$ cat src/rtl/audio_mix_pkg.sv
// Shared constants for the stereo mixer: sequencer encoding, beeper levels,
// dither LFSR constants and a constant-safe clog2.
package audio_mix_pkg;

   localparam logic [1:0] S_LATCH = 2'd0;
   localparam logic [1:0] S_ACC   = 2'd1;
   localparam logic [1:0] S_CLIP  = 2'd2;

   localparam logic [15:0] LFSR_SEED = 16'hACE1;
   // Feedback taps 16,14,13,11 expressed as bit positions 15,13,12,10.
   localparam logic [15:0] LFSR_TAPS = 16'hB400;

   function automatic logic [7:0] beep_level(input logic [2:0] sel);
      logic [7:0] lvl;
      case (sel)
         3'd0:    lvl = 8'd17;
         3'd1:    lvl = 8'd36;
         3'd2:    lvl = 8'd184;
         3'd3:    lvl = 8'd192;
         3'd4:    lvl = 8'd22;
         3'd5:    lvl = 8'd48;
         3'd6:    lvl = 8'd244;
         default: lvl = 8'd255;
      endcase
      return lvl;
   endfunction

   function automatic int clog2(input int v);
      int r;
      r = 0;
      for (int i = 0; i < 31; i++) begin
         if ((1 << i) < v) r = i + 1;
      end
      return r;
   endfunction

endpackage

$ cat src/rtl/sd_dac1.sv
// First-order sigma-delta DAC: the carry out of a free-running OW-bit
// phase accumulator gives a ones density of din / 2^OW.
module sd_dac1 #(
   parameter int OW = 10
) (
   input  logic          clkdac,
   input  logic          reset,
   input  logic [OW-1:0] din,
   output logic          dout
);

   logic [OW-1:0] integ_q;
   logic          dout_q;
   logic [OW:0]   sum;

   assign sum  = {1'b0, integ_q} + {1'b0, din};
   assign dout = dout_q;

   always_ff @(posedge clkdac) begin
      if (reset) begin
         integ_q <= {1'b1, {(OW-1){1'b0}}};
         dout_q  <= 1'b0;
      end else begin
         integ_q <= sum[OW-1:0];
         dout_q  <= sum[OW];
      end
   end

endmodule

$ cat src/rtl/audio_mixer_sd_stereo.sv
// NCH-channel gain/pan mixer with beeper level and saturation, feeding two
// sigma-delta DACs. Define AUDIO_MIXER_DITHER_EN to add 2-bit LFSR dither.
module audio_mixer_sd_stereo
   import audio_mix_pkg::*;
#(
   parameter int NCH = 4,
   parameter int IW  = 8,
   parameter int GW  = 4,
   parameter int OW  = 10
) (
   input  logic              clkdac,
   input  logic              reset,
   input  logic [NCH*IW-1:0] ch_data,
   input  logic [NCH*GW-1:0] ch_gain,
   input  logic [2*NCH-1:0]  ch_pan,
   input  logic              ear,
   input  logic              spk,
   input  logic              mic,
   output logic [OW-1:0]     mix_l,
   output logic [OW-1:0]     mix_r,
   output logic              mix_valid,
   output logic              audio_l,
   output logic              audio_r,
   output logic [1:0]        dbg_state_o
);

   localparam int AW  = IW + GW + clog2(NCH + 1) + 1;
   localparam int IXW = (NCH > 1) ? clog2(NCH) : 1;
   localparam logic [AW-1:0] MAXV = AW'((1 << OW) - 1);

   // Handshake: mix_valid is a one-cycle strobe, no ready; mix_l/mix_r hold until the next strobe.
   logic [1:0]        state_q, state_d;
   logic [IXW-1:0]    idx_q, idx_d;
   logic [NCH*IW-1:0] data_q, data_d;
   logic [NCH*GW-1:0] gain_q, gain_d;
   logic [2*NCH-1:0]  pan_q, pan_d;
   logic [2:0]        beep_q, beep_d;
   logic [AW-1:0]     acc_l_q, acc_l_d, acc_r_q, acc_r_d;
   logic [OW-1:0]     mix_l_q, mix_l_d, mix_r_q, mix_r_d;
   logic              valid_q, valid_d;

   logic [IW-1:0]     d_arr [NCH];
   logic [GW-1:0]     g_arr [NCH];
   logic              pl_arr [NCH];
   logic              pr_arr [NCH];
   logic [IW+GW-1:0]  prod;
   logic [AW-1:0]     p;
   logic [AW-1:0]     dith;
   logic [AW-1:0]     sum_l, sum_r;

   always_comb begin
      for (int k = 0; k < NCH; k++) begin
         d_arr[k]  = data_q[k*IW +: IW];
         g_arr[k]  = gain_q[k*GW +: GW];
         pl_arr[k] = pan_q[2*k];
         pr_arr[k] = pan_q[2*k+1];
      end
   end

   assign prod = {{GW{1'b0}}, d_arr[idx_q]} * {{IW{1'b0}}, g_arr[idx_q]};
   assign p    = AW'(prod >> (GW - 1));

`ifdef AUDIO_MIXER_DITHER_EN
   logic [15:0] lfsr_q;

   always_ff @(posedge clkdac) begin
      if (reset) lfsr_q <= LFSR_SEED;
      else       lfsr_q <= {lfsr_q[14:0], ^(lfsr_q & LFSR_TAPS)};
   end

   assign dith = AW'(lfsr_q[1:0]);
`else
   assign dith = '0;
`endif

   assign sum_l = acc_l_q + AW'(beep_level(beep_q)) + dith;
   assign sum_r = acc_r_q + AW'(beep_level(beep_q)) + dith;

   always_comb begin
      state_d = state_q;
      idx_d   = idx_q;
      data_d  = data_q;
      gain_d  = gain_q;
      pan_d   = pan_q;
      beep_d  = beep_q;
      acc_l_d = acc_l_q;
      acc_r_d = acc_r_q;
      mix_l_d = mix_l_q;
      mix_r_d = mix_r_q;
      valid_d = 1'b0;
      case (state_q)
         S_LATCH: begin
            data_d  = ch_data;
            gain_d  = ch_gain;
            pan_d   = ch_pan;
            beep_d  = {ear, spk, mic};
            acc_l_d = '0;
            acc_r_d = '0;
            idx_d   = '0;
            state_d = S_ACC;
         end
         S_ACC: begin
            if (pl_arr[idx_q]) acc_l_d = acc_l_q + p;
            if (pr_arr[idx_q]) acc_r_d = acc_r_q + p;
            idx_d = idx_q + 1'b1;
            if (idx_q == IXW'(NCH - 1)) state_d = S_CLIP;
         end
         S_CLIP: begin
            mix_l_d = (sum_l > MAXV) ? '1 : sum_l[OW-1:0];
            mix_r_d = (sum_r > MAXV) ? '1 : sum_r[OW-1:0];
            valid_d = 1'b1;
            state_d = S_LATCH;
         end
         default: state_d = S_LATCH;
      endcase
   end

   always_ff @(posedge clkdac) begin
      if (reset) begin
         state_q <= S_LATCH;
         idx_q   <= '0;
         data_q  <= '0;
         gain_q  <= '0;
         pan_q   <= '0;
         beep_q  <= '0;
         acc_l_q <= '0;
         acc_r_q <= '0;
         mix_l_q <= '0;
         mix_r_q <= '0;
         valid_q <= 1'b0;
      end else begin
         state_q <= state_d;
         idx_q   <= idx_d;
         data_q  <= data_d;
         gain_q  <= gain_d;
         pan_q   <= pan_d;
         beep_q  <= beep_d;
         acc_l_q <= acc_l_d;
         acc_r_q <= acc_r_d;
         mix_l_q <= mix_l_d;
         mix_r_q <= mix_r_d;
         valid_q <= valid_d;
      end
   end

   assign mix_l       = mix_l_q;
   assign mix_r       = mix_r_q;
   assign mix_valid   = valid_q;
   assign dbg_state_o = state_q;

   sd_dac1 #(.OW(OW)) u_dac_l (
      .clkdac (clkdac),
      .reset  (reset),
      .din    (mix_l_q),
      .dout   (audio_l)
   );

   sd_dac1 #(.OW(OW)) u_dac_r (
      .clkdac (clkdac),
      .reset  (reset),
      .din    (mix_r_q),
      .dout   (audio_r)
   );

endmodule

$ cat config.mk
export PLATFORM = sky130hd
export DESIGN_NAME = audio_mixer_sd_stereo
export DESIGN_NICKNAME = d
export VERILOG_FILES = /design/src/rtl/audio_mix_pkg.sv /design/src/rtl/sd_dac1.sv /design/src/rtl/audio_mixer_sd_stereo.sv
export SDC_FILE = /design/constraint.sdc
export NUM_CORES = 1
export LEC_CHECK = 0
export ABC_AREA = 1
export BUFFER_PORTS_ARGS = -buffer_cell sky130_fd_sc_hd__clkbuf_2
export CORE_UTILIZATION = 61
export CTS_CLUSTER_SIZE = 30
export DETAILED_ROUTE_END_ITERATION = 10
export GPL_TIMING_DRIVEN = 0
export PLACE_DENSITY = 0.82
export SETUP_SLACK_MARGIN = 0.5
export SYNTH_ARGS = -nofsm -noshare
export SYNTH_HDL_FRONTEND = slang
export SYNTH_SLANG_ARGS = --single-unit
export TNS_END_PERCENT = 30
$ cat constraint.sdc
create_clock -name clkdac -period 5.3 [get_ports clkdac]
set_input_delay 0.53 -clock clkdac [delete_from_list [all_inputs] [get_ports clkdac]]
set_output_delay 0.53 -clock clkdac [all_outputs]
set_load 0.05 [all_outputs]
# After elaboration in Yosys (flattened, before gate mapping)
# Index checks and enable logic that the tools add are counted.
# word_totals
output_inout_bits	25
regBits	138
wordCells	67
input_bits	61
# classes
mux	23
magnitude_cmp	3
reduce_logical	5
n_eq_ne	12
n_bitwise	1
multipliers	1
add_sub_neg	7
# op_table
operator	count
16-bit one-hot mux with 2 select lines	2
8-bit one-hot mux with 7 select lines	1
16-bit by 8-bit adder with 16-bit output	2
16-bit by 9-bit adder with 16-bit output	2
16-bit by 10-bit > comparator with 1-bit output (second input constant)	2
16-bit two-way mux	2
10-bit by 10-bit adder with 11-bit output	2
10-bit two-way mux	2
8-bit binary-select mux with 2-bit select	1
8-bit two-way mux	2
8-bit by 4-bit multiplier with 12-bit output	1
3-bit equality test (second input constant)	3
4-bit binary-select mux with 2-bit select	1
4-bit two-way mux	2
2-bit one-hot mux with 2 select lines	2
3-bit by 2-bit equality test with 1-bit output (second input constant)	2
2-bit != test (second input constant)	3
1-bit two-way mux	5
1-bit binary-select mux with 2-bit select	2
2-bit equality test (second input constant)	2
2-bit AND reduction	2
3-bit by 1-bit equality test with 1-bit output (second input constant)	1
3-bit >= comparator (second input constant)	1
3-bit logical NOT	1
6 further kinds	6

# Logic depth before layout (Yosys ltp)
# logic_depth
depth_word	8
depth_mapped	32
depth_no_buf	29

# By module
# A second synthesis with hierarchy kept.
# unflattened
cells_unflattened	1433
hier_area_um2	9410.3
# modules_own_cells
mod	area_per_inst_um2	seq_area_each_um2	cells_each	n_inst
audio_mixer_sd_stereo	7778.7	2322.2	1173	1
sd_dac1 (u_dac_l)	818.3	220.2	130	1
sd_dac1 (u_dac_r)	813.3	220.2	130	1

# Worst setup path before layout
# OpenSTA, ideal clock, no wires.
# synth_path
path_type	register to register
from	register idx_q[1]
to	register acc_r_q[11]
slack_ns	0.658
t_arrival_ns	4.516
path_buffers	3
period_less_slack_ns	4.642
stages_incl_launch_ff	31
setup_ns	0.126
t_required_ns	5.174
cell_sequence	dfxtp_1 > buf_4 > inv_2 > buf_6 > clkbuf_1 > a32oi_1 > inv_1 > nor2_1 > fa_1 > inv_1 > fa_1 > inv_1 > ha_1 > a21oi_1 > nor2_1 > a211oi_1 > o21ai_2 > nand2_1 > nand2_1 > nand2_1 > nand2_1 > ha_1 > nand2_1 > nor3_1 > nand2_1 > nand2_1 > nand2_1 > nand2_1 > nand2_1 > o21ai_0 > a21oi_1
# synth_via
elab_chain_cells	8
elab_cells_between_ends	16
classes_between	add/sub: 1; mul: 1; eq/ne: 1; mux: 11; bitwise: 1; reduce/logical: 1
# synth_lines
element	line	text
from (decl)	audio_mixer_sd_stereo.sv:33	logic [IXW-1:0] idx_q, idx_d;
from (signal assigned)	audio_mixer_sd_stereo.sv:133	idx_q <= idx_d;
2-bit NOT with 3-bit output (implied by the code) *	audio_mixer_sd_stereo.sv:60, audio_mixer_sd_stereo.sv:104	
8-bit binary-select mux with 2-bit select / 4-bit binary-select mux with 2-bit select (equally long branches)	audio_mixer_sd_stereo.sv:60	assign prod = {{GW{1'b0}}, d_arr[idx_q]} * {{IW{1'b0}}, g_arr[idx_q]};
8-bit two-way mux (implied by the code) / 4-bit two-way mux (equally long branches) (2 in a row)	audio_mixer_sd_stereo.sv:60	
8-bit by 4-bit multiplier with 12-bit output	audio_mixer_sd_stereo.sv:60	
16-bit by 9-bit adder with 16-bit output	audio_mixer_sd_stereo.sv:104	if (pr_arr[idx_q]) acc_r_d = acc_r_q + p;
16-bit two-way mux	audio_mixer_sd_stereo.sv:104	
16-bit one-hot mux with 2 select lines	audio_mixer_sd_stereo.sv:91	case (state_q)
to (signal assigned)	audio_mixer_sd_stereo.sv:139	acc_r_q <= acc_r_d;
to (decl)	audio_mixer_sd_stereo.sv:38	logic [AW-1:0] acc_l_q, acc_l_d, acc_r_q, acc_r_d;
# Every way passes the cells marked *; elsewhere a longest branch is shown, timed or not. The select of a mux whose other input is x is not followed.
# A chain may end at the register's enable or synchronous reset.

# Final worst setup path
# layout_path
from	register idx_q[1]
to	register acc_r_q[12]
# Same word-level chain as after synthesis.

==> metrics <==
Avg Cell Area, Syn around 6.6 um2; first-pass detailed-route iteration total 6; First DRT Iteration DRCs approximately 740; num ports 86; synthesized instance count 1435; Yosys warnings 0; root buf cell clkbuf_16; final core utilization about three quarters; drt wl/cell approximately 15 um; CP peak stage delay approximately 440 ps; layout cell share with drive strength beyond 1 between 10% and 20%; Netlist cell types 48; global route overflow 0; CP max FO 6; Final Max Slew Viols 0; Arr. time, crit path between 5000 and 6000 ps; Max stage delay cell, worst path fa_1; final wirelength 26.23 mm; Die Y 126.3 um; R2R Path Start idx_q[1]; Synth Area in Compound Gates around 15%; largest family of logic cells by synthesized area simple AND/OR/NAND/NOR gates; ys flop type dfxtp_1; Placement Rows 45; vias ~9800; Pwr Density approximately 260 nW/um2; Max-Cap Viols 0; Inserted Clock Buffers 17; Worst Tran Pin Value ~850 ps; Post-synth EDFFs 0; Clock Latency Late Sink between 400 and 500 ps; Starting Density between 60 and 70%; GRT Total Usage approximately 32%; first-pass GRT wire length between 40 and 50 mm; final std cells w/o fill around 1800; worst r2r dst acc_r_q[12]; Setup CP Type flip-flop to flip-flop; Final Hold Fails 0; Synth area leader dfxtp_1; Fillers 1238; achievable frequency 204.9 MHz; Mapped Area between 9000 and 10000 um2; crit path launch idx_q[1]; WHS around 320 ps; dpl cells 1707; largest net degree at the start of global routing 17; final worst slack approximately 420 ps; Die X-Extent 126.3 um; fraction of registers with async set/reset 0%; Simple-Gate Fraction of Synth Area about 31%; cell mode on critical path nor2_1; outcome finished clean; Worst R2R Setup Slack 420 ps; CP Launch Type flip-flop; CTS H-tree depth 4; pre-CTS setup slack -139.4 ps; HPWL Detailed approximately 19 mm; # diodes 0; CP endpoint acc_r_q[12]; post-DR vias/cell roughly 5.6; Synth Register Bits around 140; Hold Crit Start ch_data[6]; Post-route DRC 0; maximum resistive drop on vdd 247.0 uV; Slew headroom ~43%; vias in the first global route slightly below 9000; fin nets ~1700; clock-pin slew on the worst setup and hold paths roughly 60 ps; area of the die ~16000 um2; Leakage 5.384 nW; RSZ-0062 raised after global routing true; core area 15150 um2; Crit. End Element flip-flop; Final GP Congestion 0.9408; Syn-to-layout area delta 19.77%; antenna viol nets, final 0; Req. time, crit path approximately 5700 ps; XOR/XNOR Fraction of Synth Area roughly 1.7%; Post-Synth Adder-Cell Area 13.26%; Clock Sinks approximately 140; Setup Skew 11.22 ps; CTS tree done; worst r2r path cells 31; hold_buf cts 0; top cells by area, synth dfxtp_1 29%, nand2_1 12%, nor2_1 9.6%, ha_1 9.4%, inv_1 7.3%; post-synthesis sequential area ratio roughly 29%; top-area cell type share of the netlist area between 20 and 30%; crit path time final roughly 5000 ps; period utilization 92.09%; worst min path class input port to flip-flop; CTS Buffer Depth 2; multiplexer share of the synthesized area 0%; Port Buffers between 80 and 90; Setup Viol. Count Final 0; post-synth net total roughly 1600; initial antenna violation count 0
[flip-flops by register name (all words and copies together), names as in the netlist, 2 cells and up]
| name | flops |
|---|---|
| gain_q | 16 |
| mix_r | 10 |
| idx_q | 2 |
| u_dac_r.integ_q | 10 |
| beep_q | 3 |
| dbg_state_o | 2 |
| acc_l_q | 16 |
| u_dac_l.integ_q | 10 |
| pan_q | 8 |
| data_q | 32 |
| mix_l | 10 |
| acc_r_q | 16 |
[worst min-delay path by stage]
stage | endpoint | depth (start not counted)
5_1_grt | data_q[23] | 3
3_3_place_gp | pan_q[6] | 2
6_report | data_q[6] | 3
4_1_cts | data_q[1] | 3
3_5_place_dp | pan_q[6] | 2
2_1_floorplan | pan_q[6] | 2
[worst max-delay path, delay by kind of cell (launching register included)]
kind / cells / cell delay, ps
buf+inv: 7 / 770
fa+ha+maj: 4 / 1380
flops: 1 / 340
compound gates: 3 / 590
simple gates: 16 / 1590
xor+xnor: 1 / 130
[cell type report]
type / instances / area, um2 / share of cell area, %
Buffer: 40 / 254.0 / 2.252
Clock buffer: 20 / 456.7 / 4.048
Clock inverter: 12 / 103.9 / 0.9206
Inverter: 192 / 737.0 / 6.533
Multi-Input combinational cell: 1065 / 6143 / 54.46
Sequential cell: 138 / 2768 / 24.53
Tap cell: 188 / 235.2 / 2.085
Timing Repair Buffer: 101 / 583.1 / 5.169
[power breakdown]
| part | total, mW | leakage, nW | internal (mW) | switching [mW] |
|---|---|---|---|---|
| logic | 0.669 | 3.99 | 0.249 | 0.420 |
| clock network | 1.13 | 0.267 | 0.636 | 0.497 |
| registers | 1.12 | 1.13 | 1.08 | 0.0355 |
[cells in the mapped netlist, drive strengths merged (3+ instances only)]
cell type,number
clkbuf,24
or2,4
nor3,10
a32oi,8
a31oi,5
o22ai,3
o21ai,111
nand3,94
ha,71
o21a,3
inv,191
dfxtp,138
fa,18
o21bai,4
xor2,13
nor2,252
buf,16
a21oi,112
nand4,24
nand2,311
xnor2,5
[cells by family after synthesis]
family | count (synthesis)
AO/OA/AOI/OAI | 258
adder cells (fa/ha/maj) | 89
AND/OR/NAND/NOR | 700
XOR/XNOR | 18
buffers and inverters | 232
flip-flops | 138
[per-stage QoR]
step                      instance area [um2]  setup TNS [ps]  power, mW
after floorplan                          9419               0      1.528
after CTS                               10900               0      2.841
final                                   11280               0      2.919
after global placement                  10070          -84.17      1.662
after detailed placement                10070          -594.5      1.676
after global routing                    11280               0      3.045
[layer usage]
| layer | part of all wire (%) | global-route usage [%] |
|---|---|---|
| met1 | 41 | 38.62 |
| met2 | 48 | 55.96 |
| met3 | 6.2 | 5.268 |
| met4 | 4.1 | 17.58 |
| met5 | 0 | 0 |
[cells in the final DEF, fill, tap and decap left out, types with 19 or more instances in the layout]
master,count
o21ai_0,100
nand3_1,87
clkbuf_2,84
nand4_1,24
nor2_1,230
nand2_1,293
clkbuf_16,19
dfxtp_1,136
clkbuf_1,24
a21oi_1,101
ha_1,62
inv_1,174
[repair_timing]
item	CTS	global route
setup buffers	5	10
gates cloned	0	2
resized for setup	50	67
endpoints found under the setup margin	24	23
pin swaps	13	34
Note: power is estimated with default switching activity, not from simulation.
